File: src/rtl/smg_number_convert.sv
// Binary-to-BCD converter for a 6-digit seven-segment display.
// Iterative double-dabble, one bit per clock; saturates at MAX_VALUE.
module smg_number_convert #(
   parameter logic [19:0] MAX_VALUE = 20'd999999
) (
   input  logic        CLK,
   input  logic        RSTn,
   input  logic        Start_Sig,
   input  logic [19:0] Bin_Data,
   output logic        Busy_Sig,
   output logic        Done_Sig,
   output logic        Over_Sig,
   output logic [23:0] Number_Sig
);

   localparam logic [4:0] LastStep = 5'd19;

   typedef enum logic [1:0] {StIdle, StShift, StDone} state_e;

   state_e      r_state;
   state_e      w_state_next;
   logic [19:0] r_operand;
   logic [23:0] r_bcd;
   logic [4:0]  r_cnt;
   logic        r_ovf;
   logic        r_done;
   logic        r_over;
   logic [23:0] r_number;

   logic [23:0] w_bcd_adj;
   logic [43:0] w_shifted;
   logic [23:0] w_bcd_next;
   logic [19:0] w_op_next;
   logic        w_last;
   logic        w_sat;

   assign w_sat  = (Bin_Data > MAX_VALUE);
   assign w_last = (r_state == StShift) && (r_cnt == LastStep);

   // Pre-shift correction keeps every nibble a legal decimal digit after the shift.
   always_comb begin
      w_bcd_adj = r_bcd;
      for (int i = 0; i < 6; i++) begin
         if (r_bcd[4*i +: 4] >= 4'd5) begin
            w_bcd_adj[4*i +: 4] = r_bcd[4*i +: 4] + 4'd3;
         end
      end
   end

   assign w_shifted  = {w_bcd_adj, r_operand} << 1;
   assign w_bcd_next = w_shifted[43:20];
   assign w_op_next  = w_shifted[19:0];

   always_ff @(posedge CLK or negedge RSTn) begin
      if (!RSTn) begin
         r_state <= StIdle;
      end else begin
         r_state <= w_state_next;
      end
   end

   always_comb begin
      w_state_next = r_state;
      unique case (r_state)
         StIdle:  if (Start_Sig) w_state_next = StShift;
         StShift: if (r_cnt == LastStep) w_state_next = StDone;
         StDone:  w_state_next = StIdle;
         default: w_state_next = StIdle;
      endcase
   end

   always_ff @(posedge CLK or negedge RSTn) begin
      if (!RSTn) begin
         r_operand <= '0;
         r_bcd     <= '0;
         r_cnt     <= '0;
         r_ovf     <= 1'b0;
         r_done    <= 1'b0;
         r_over    <= 1'b0;
         r_number  <= '0;
      end else begin
         r_done <= w_last;
         if (r_state == StIdle && Start_Sig) begin
            r_operand <= w_sat ? MAX_VALUE : Bin_Data;
            r_ovf     <= w_sat;
            r_bcd     <= '0;
            r_cnt     <= '0;
         end else if (r_state == StShift) begin
            r_bcd     <= w_bcd_next;
            r_operand <= w_op_next;
            r_cnt     <= r_cnt + 5'd1;
         end
         // Display outputs only move on completion, never mid-conversion.
         if (w_last) begin
            r_number <= w_bcd_next;
            r_over   <= r_ovf;
         end
      end
   end

   assign Busy_Sig   = (r_state != StIdle);
   assign Done_Sig   = r_done;
   assign Over_Sig   = r_over;
   assign Number_Sig = r_number;

endmodule

File: config.mk
export PLATFORM = sky130hd
export DESIGN_NAME = smg_number_convert
export DESIGN_NICKNAME = d
export VERILOG_FILES = /design/src/rtl/smg_number_convert.sv
export SDC_FILE = /design/constraint.sdc
export NUM_CORES = 1
export LEC_CHECK = 0
export BUFFER_PORTS_ARGS = -buffer_cell sky130_fd_sc_hd__buf_2
export CAP_MARGIN = 20
export CORE_MARGIN = 1
export CORE_UTILIZATION = 25
export DETAILED_ROUTE_END_ITERATION = 10
export MAX_ROUTING_LAYER = met4
export PLACE_DENSITY_LB_ADDON = 0.25
export SLEW_MARGIN = 30
export SYNTH_ARGS = -nofsm -noshare
export SYNTH_HDL_FRONTEND = slang
export SYNTH_SLANG_ARGS = --single-unit
File: constraint.sdc
create_clock -name CLK -period 2.2 [get_ports CLK]
set_input_delay 0.33 -clock CLK [delete_from_list [all_inputs] [get_ports CLK]]
set_output_delay 0.33 -clock CLK [all_outputs]
set_load 0.05 [all_outputs]
==> metrics.cfg, run 1 <==
[synth]
synth_edf_count=0
ys_types=37
syn_avg_cell_area_sq_um=9.89
synth_area_leader_cell=dfrtp_1
syn_inst=370
syn_nets=406
syn-cell-area_sq_mm=0.00366
synthFlopType=dfrtp_1
yosysTopAreaCellShare=0.533
synth_seq_cells=78
async_reset_ff_frac=1.00
yosysWarnings=0
synth_area_leaders=dfrtp_1 (53%), nand2_1 (6.8%), o21ai_0 (6.0%)
ys_seq_area_frac=0.533

[drt]
vias_per_cell=4.73
route.detailed.wl_per_inst_um=14.2
drc=0
drt_wl_total_um=8600
vias=2866
first_iter_violations=127
detail-route-antenna-nets=0
dr.pass1.iters=4

[die]
fp.coreArea_sq_mm=0.0141
start_util=0.260
die_w_um=123
rows=43
dieArea_sq_mm=0.0151
ios=50
dieHeight_um=123

[critical_path]
crit_required_ps=2420
crit_path_end_kind=register
cp_num_buf_inv=1
cp-start-kind=register
critPathMaxFanout=21
crit_path_max_incr_delay_ps=440
crit_chain=ha_1 > nand2_1 > or4_1 > clkinv_2 > mux2_2
critPathTopFamily=simple AND/OR/NAND/NOR gates
crit_arrival_ps=2120
reg2reg_slack_ps=300
crit_slowest_cell=or4_1
critical_path_class=reg -> reg

[timing]
period_share=0.862
max-slew-margin-rel=0.472
setup_viol=0
max_clock_freq_ghz=0.527
slew_violations=0
worstMarginPinSlew_ps=787
tns_ps=0
setup_ws_ps=303
min_period_ps=1900
rsz0062_at_grt=no
hold_viol=0
fin_worst_skew_ps=6.19

[power_and_ir_drop]
powerDensity_mw_per_mm2=1620
p_leak_nw=2.01
power_mw=7.13
ir_drop_mv=0.489

[clock_network]
h-tree-depth=3
clk_pin_slew_ps=60
clock_path_buffers=2
cts_resized=0
clock_latency_ps=330
numCtsBuffers=9
cts.sinks=78
cts_tree=done
cts-root-buf=clkbuf_16

[global_route]
grtUsageTotal=0.130
grt_pass1_wl_um=14500
overflow=0
grt_pass1_vias=2923
antenna_found_initial=0
grt_max_degree=44

[final_layout]
layout.cells.non_filler=606
multi_input_comb_area_sq_mm=0.00155
layout-drive-gt1-share=0.204
area_delta_synth_final_pct=20.4
regArea_sq_mm=0.00195
num_antenna_cells=0
fillCellCount=1479
final_cell_mix=dfrtp_1 (78), nand2_1 (66), buf_2 (48)
num-nets-final=458
final_common_cell=dfrtp_1

[placed_design]
hpwl_um=5840
place_inst=590
pre_cts_slack_ps=306
port_buffers=49
gp_congestion=0.834

[flow_run]
maxCapViolations=0

[run_status]
status=finished, final reports clean

[min_path]
min_path_type=in -> reg

-- metal layers --
layer,track usage,part of all wire
met1,0.164,0.49
met4,0.0377,0.011
met2,0.202,0.46
met3,0.0374,0.041
met5,-,0
-- cell usage after synthesis (5+ instances only) --
master / count
a21oi_1: 14
a22o_1: 9
a22oi_1: 12
a31oi_1: 7
buf_2: 11
clkbuf_1: 5
dfrtp_1: 78
ha_1: 13
inv_1: 16
mux2_1: 5
mux2_2: 7
nand2_1: 66
nand2b_1: 6
nor2_1: 17
nor3_1: 9
nor3b_1: 5
o211ai_1: 5
o21ai_0: 44
o22ai_1: 9
xnor2_1: 6
-- path summary, 6_finish.rpt --
check | end | cells after the start | start
max in group asynchronous | r_operand[2] | 3 | RSTn
setup reg to reg | Number_Sig[1] | 5 | r_cnt[0]
hold reg to reg | Number_Sig[2] | 2 | Number_Sig[2]
min in group asynchronous | Number_Sig[8] | 2 | RSTn
setup / recovery | Number_Sig[1] | 5 | r_cnt[0]
hold / removal | r_operand[11] | 2 | Bin_Data[11]
-- per-stage QoR --
stage               utilization  area, sq um  hold WS (ps)
floorplan                     -         3660          34.4
global placement          0.292         4120           332
detailed placement        0.292         4120           341
CTS                       0.313         4410           196
global route              0.313         4410           219
finish                    0.313         4410           210
-- logic make-up (layout without fill, tap and decap cells) --
group	count (synthesis)	in the layout	synth area share
AND/OR/NAND/NOR	119	119	0.149
AO/OA/AOI/OAI	107	107	0.178
flip-flops	78	78	0.533
buffers and inverters	35	91	0.0441
adder cells (fa/ha/maj)	13	13	0.0444
multiplexers	12	12	0.0369
XOR/XNOR	6	6	0.0144
-- state kept, by name, summed over array words and instances, names as in the netlist --
signal and count:
r_state 2, r_bcd 24, Over_Sig 1, Number_Sig 24, Done_Sig 1, r_cnt 5, r_ovf 1, r_operand 20
-- cell type report --
cell class,instances,share of cell area
Inverter,17,0.0148
Multi-Input combinational cell,257,0.352
Clock inverter,3,0.00454
Sequential cell,78,0.443
Tap cell,180,0.0511
Timing Repair Buffer,59,0.0767
Clock buffer,12,0.0582
-- where the power goes --
group | internal (mW) | switching (mW) | leakage, nW
combinational | 1.14 | 2.06 | 0.899
sequential | 2.07 | 0.470 | 0.980
clock | 0.817 | 0.568 | 0.131
-- what timing repair did --
item	4_1_cts	5_1_grt
setup buffers	0	0
hold endpoints to repair	35	0
hold buffers	1	0
Power figures use the tool's default switching activity.
==> run 2: changes to the inputs <==
--- a/config.mk
+++ b/config.mk
@@ -7,6 +7,8 @@
 export LEC_CHECK = 0
 export BUFFER_PORTS_ARGS = -buffer_cell sky130_fd_sc_hd__buf_2
 export CAP_MARGIN = 20
+export CELL_PAD_IN_SITES_DETAIL_PLACEMENT = 1
+export CELL_PAD_IN_SITES_GLOBAL_PLACEMENT = 1
 export CORE_MARGIN = 1
 export CORE_UTILIZATION = 25
 export DETAILED_ROUTE_END_ITERATION = 10
==> metrics.cfg, run 2 (synthesized netlist as in run 1, its figures left out) <==
[power_and_ir_drop]
powerDensity_mw_per_mm2=1650
swShare=0.433
power_mw=7.33
intPower_mw=4.16
clkPwrFrac=0.207
seqPwrFrac=0.348
combPwrFrac=0.445
p_leak_nw=2.03
power.switching_mw=3.17
ir_drop_mv=0.488

[clock_network]
clk_pin_slew_ps=60
cts.sinks=78
cts-root-buf=clkbuf_16
numCtsBuffers=9
cts_resized=0
cts_hold_buf=0
post_cts_buffers=0
h-tree-depth=3
clock_latency_ps=340
clock_path_buffers=2
cts_tree=done

[critical_path]
r2r_end=Number_Sig[1]
critPathTopFamily=simple AND/OR/NAND/NOR gates
crit_path_max_incr_delay_ps=450
cp_num_buf_inv=1
worst_r2r_path_depth=5
critPathMaxFanout=21
crit_path_end_kind=register
crit_start=r_cnt[0]
cp-start-kind=register
reg2reg_slack_ps=270
crit_end=Number_Sig[1]
crit_required_ps=2420
crit_arrival_ps=2150
crit_slowest_cell=or4_1
timing.rr.start=r_cnt[0]
critical_path_class=reg -> reg
crit_chain=ha_1 > nand2_1 > or4_1 > clkinv_2 > mux2_2
crit_cells=5

[die]
start_util=0.260
fp.coreArea_sq_mm=0.0141
rows=43
die_w_um=123
ios=50
dieHeight_um=123
dieArea_sq_mm=0.0151

[timing]
tns_ps=0
rsz0062_at_grt=no
hold_viol=34
setup_ws_ps=274
period_share=0.876
min_period_ps=1930
fin_worst_skew_ps=8.34
max_clock_freq_ghz=0.519
worstMarginPinSlew_ps=761
max-slew-margin-rel=0.489
hold_ws_ps=-16.3
slew_violations=0
setup_viol=0

[drt]
first_iter_violations=127
route.detailed.wl_per_inst_um=15.8
dr.pass1.iters=4
detail-route-antenna-nets=0
vias_per_cell=4.82
vias=2938
drc=0
drt_wl_total_um=9630

[final_layout]
final_cell_mix=dfrtp_1 (78), nand2_1 (66), buf_2 (48)
layout-drive-gt1-share=0.210
num_antenna_cells=0
regArea_sq_mm=0.00195
final_common_cell=dfrtp_1
fillCellCount=1621
multi_input_comb_area_sq_mm=0.00155
num-nets-final=460
area_delta_synth_final_pct=21.1

[global_route]
grtUsageTotal=0.146
grt_pass1_wl_um=16300
grt_pass1_vias=3189
overflow=0
grt_max_degree=42
antenna_found_initial=0

[run_status]
status=finished, violations left
violations=hold timing

[placed_design]
pre_cts_slack_ps=259
port_buffers=49
gp_congestion=0.808
hpwl_um=6650

[flow_run]
maxCapViolations=0

[min_path]
min_path_type=in -> async

-- run 2: power groups by stage --
stage,Sequential [mW],Combinational (mW),Clock [mW]
after detailed placement,2.58,3.31,0
after global routing,2.65,3.66,1.63
final,2.55,3.26,1.52
after global placement,2.56,3.22,0
after floorplan,3.22,1.74,0
after CTS,2.56,3.33,1.58
-- run 2: per-stage QoR --
| stage | instances | hold slack [ps] | util | instance area, sq um |
|---|---|---|---|---|
| 6_report | 609 | -16.3 | 0.314 | 4430 |
| 2_1_floorplan | 370 | 34.4 | - | 3660 |
| 3_3_place_gp | 593 | 364 | 0.293 | 4130 |
| 5_1_grt | 609 | 17.4 | 0.314 | 4430 |
| 4_1_cts | 609 | 3.74 | 0.314 | 4430 |
| 3_5_place_dp | 593 | 369 | 0.293 | 4130 |
-- run 2: worst min path at each step --
stage	from	to	slack, ps	depth (start not counted)
4_1_cts	RSTn	Number_Sig[23]	4	1
2_1_floorplan	RSTn	Done_Sig	30	0
6_report	RSTn	Number_Sig[13]	-20	1
5_1_grt	RSTn	Number_Sig[13]	20	1
3_5_place_dp	RSTn	Number_Sig[10]	370	1
3_3_place_gp	RSTn	Number_Sig[10]	360	1
-- run 2: final cells by class --
type	count	share of cell area
multi-input cells	257	0.350
clock buffers	13	0.0587
clock inverters	3	0.00960
inverters	17	0.0147
well taps	180	0.0508
repair buffers	61	0.0762
flip-flops and latches	78	0.440
-- run 2: metal layers --
metal / global-route usage / vias to the layer above / wire length, um
met2: 0.237 / 51 / 4670
met5: - / - / 0
met1: 0.179 / 1477 / 4550
met3: 0.0383 / 4 / 351
met4: 0.0399 / 0 / 61
li1: - / 1406 / -
==> run 3: changes to the inputs <==
==> constraint.sdc (replaced) <==
create_clock -name CLK -period 1.9 [get_ports CLK]
set_input_delay 0.285 -clock CLK [delete_from_list [all_inputs] [get_ports CLK]]
set_output_delay 0.285 -clock CLK [all_outputs]
set_load 0.05 [all_outputs]
==> metrics.cfg, run 3 (synthesized netlist as in run 1, its figures left out) <==
[global_route]
grt_pass1_vias=3104
overflow=0
grtUsageTotal=0.142
grt_pass1_wl_um=15800
antenna_found_initial=0
grt_max_degree=33

[clock_network]
post_cts_buffers=0
cts-root-buf=clkbuf_16
clock_path_buffers=2
h-tree-depth=3
numCtsBuffers=9
clock_latency_ps=340
clk_pin_slew_ps=60
cts_tree=done
cts.sinks=78

[timing]
hold_viol=0
rsz0062_at_grt=no
fin_worst_skew_ps=8.44
max-slew-margin-rel=0.681
setup_viol=0
worstMarginPinSlew_ps=479
min_period_ps=1780
period_share=0.938
tns_ps=0
max_clock_freq_ghz=0.561
slew_violations=0

[drt]
vias_per_cell=4.79
drt_wl_total_um=9440
dr.pass1.iters=4
first_iter_violations=154
detail-route-antenna-nets=0
vias=2940
route.detailed.wl_per_inst_um=15.4
drc=0

[critical_path]
crit_arrival_ps=2000
critPathTopFamily=simple AND/OR/NAND/NOR gates
cp_num_buf_inv=1
crit_required_ps=2120
cp-start-kind=register
crit_path_max_incr_delay_ps=480
crit_path_end_kind=register
crit_slowest_cell=or4_1
crit_chain=ha_1 > nand2_1 > or4_1 > clkinv_4 > mux2_1
critical_path_class=reg -> reg
critPathMaxFanout=18

[placed_design]
port_buffers=49
place_inst=597
hpwl_um=6600
gp_congestion=0.734

[die]
rows=43
dieHeight_um=123
die_w_um=123
ios=50
start_util=0.260
dieArea_sq_mm=0.0151
fp.coreArea_sq_mm=0.0141

[run_status]
status=finished, final reports clean

[final_layout]
final_common_cell=dfrtp_1
num-nets-final=465
layout.cells.non_filler=614
layout-drive-gt1-share=0.217
num_antenna_cells=0
area_delta_synth_final_pct=23.0
final_cell_mix=dfrtp_1 (78), nand2_1 (66), buf_2 (48)

[power_and_ir_drop]
powerDensity_mw_per_mm2=1910
power_mw=8.62
ir_drop_mv=0.555
p_leak_nw=2.07

[min_path]
min_path_type=in -> reg

[flow_run]
maxCapViolations=0

run 3: cell count changes in the layout (fill, tap and decap cells not counted), sizes merged:
| cell | before | now |
|---|---|---|
| clkinv | 2 | 3 |
| clkinvlp | 1 | 0 |
| clkbuf | 13 | 12 |
| dlygate4sd3 | 0 | 1 |
| buf | 61 | 65 |
| bufinv | 1 | 2 |
run 3: timing repair:
item	in CTS	in global routing
setup endpoints to repair	0	7
hold buffers	1	0
resized for setup	0	3
hold endpoints to repair	30	0
run 3: layout make-up:
class                           instances  area, sq um
Timing Repair Buffer                   66          390
Inverter                               17         68.8
Tap cell                              180          225
Multi-Input combinational cell        257         1550
Sequential cell                        78         1950
Fill cell                            1649         9590
Clock buffer                           12          246
Clock inverter                          4         70.1
run 3: power breakdown:
group,internal [mW],switching (mW)
Clock,1.18,0.682
Combinational,1.36,2.44
Sequential,2.40,0.554
Total,4.94,3.67
run 3: metrics by stage:
step | utilization | cell area (sq um) | worst slack, ps | hold slack (ps)
final | 0.319 | 4500 | 118 | 172
after global routing | 0.319 | 4500 | 10.5 | 161
after CTS | 0.319 | 4500 | 28.1 | 158
after detailed placement | 0.296 | 4170 | 50.4 | 272
after global placement | 0.296 | 4170 | 69.3 | 276
after floorplan | - | 3660 | 150 | -10.6
run 3: routing by layer:
layer,track usage,vias to the layer above,wire [um]
met5,-,-,0
met3,0.0415,10,383
met4,0.0361,0,97
li1,-,1415,-
met1,0.170,1458,4420
met2,0.232,57,4540
run 3: worst paths after layout:
check                                from              to  slack (ps)  cells after the start
max                              r_cnt[0]   Number_Sig[9]         120                      5
max in group asynchronous            RSTn   Number_Sig[9]         830                      3
max reg2reg                      r_cnt[0]   Number_Sig[9]         120                      5
min reg2reg                Number_Sig[20]  Number_Sig[20]         480                      2
min in group asynchronous            RSTn  Number_Sig[10]         440                      2
min                          Bin_Data[10]   r_operand[10]         170                      2
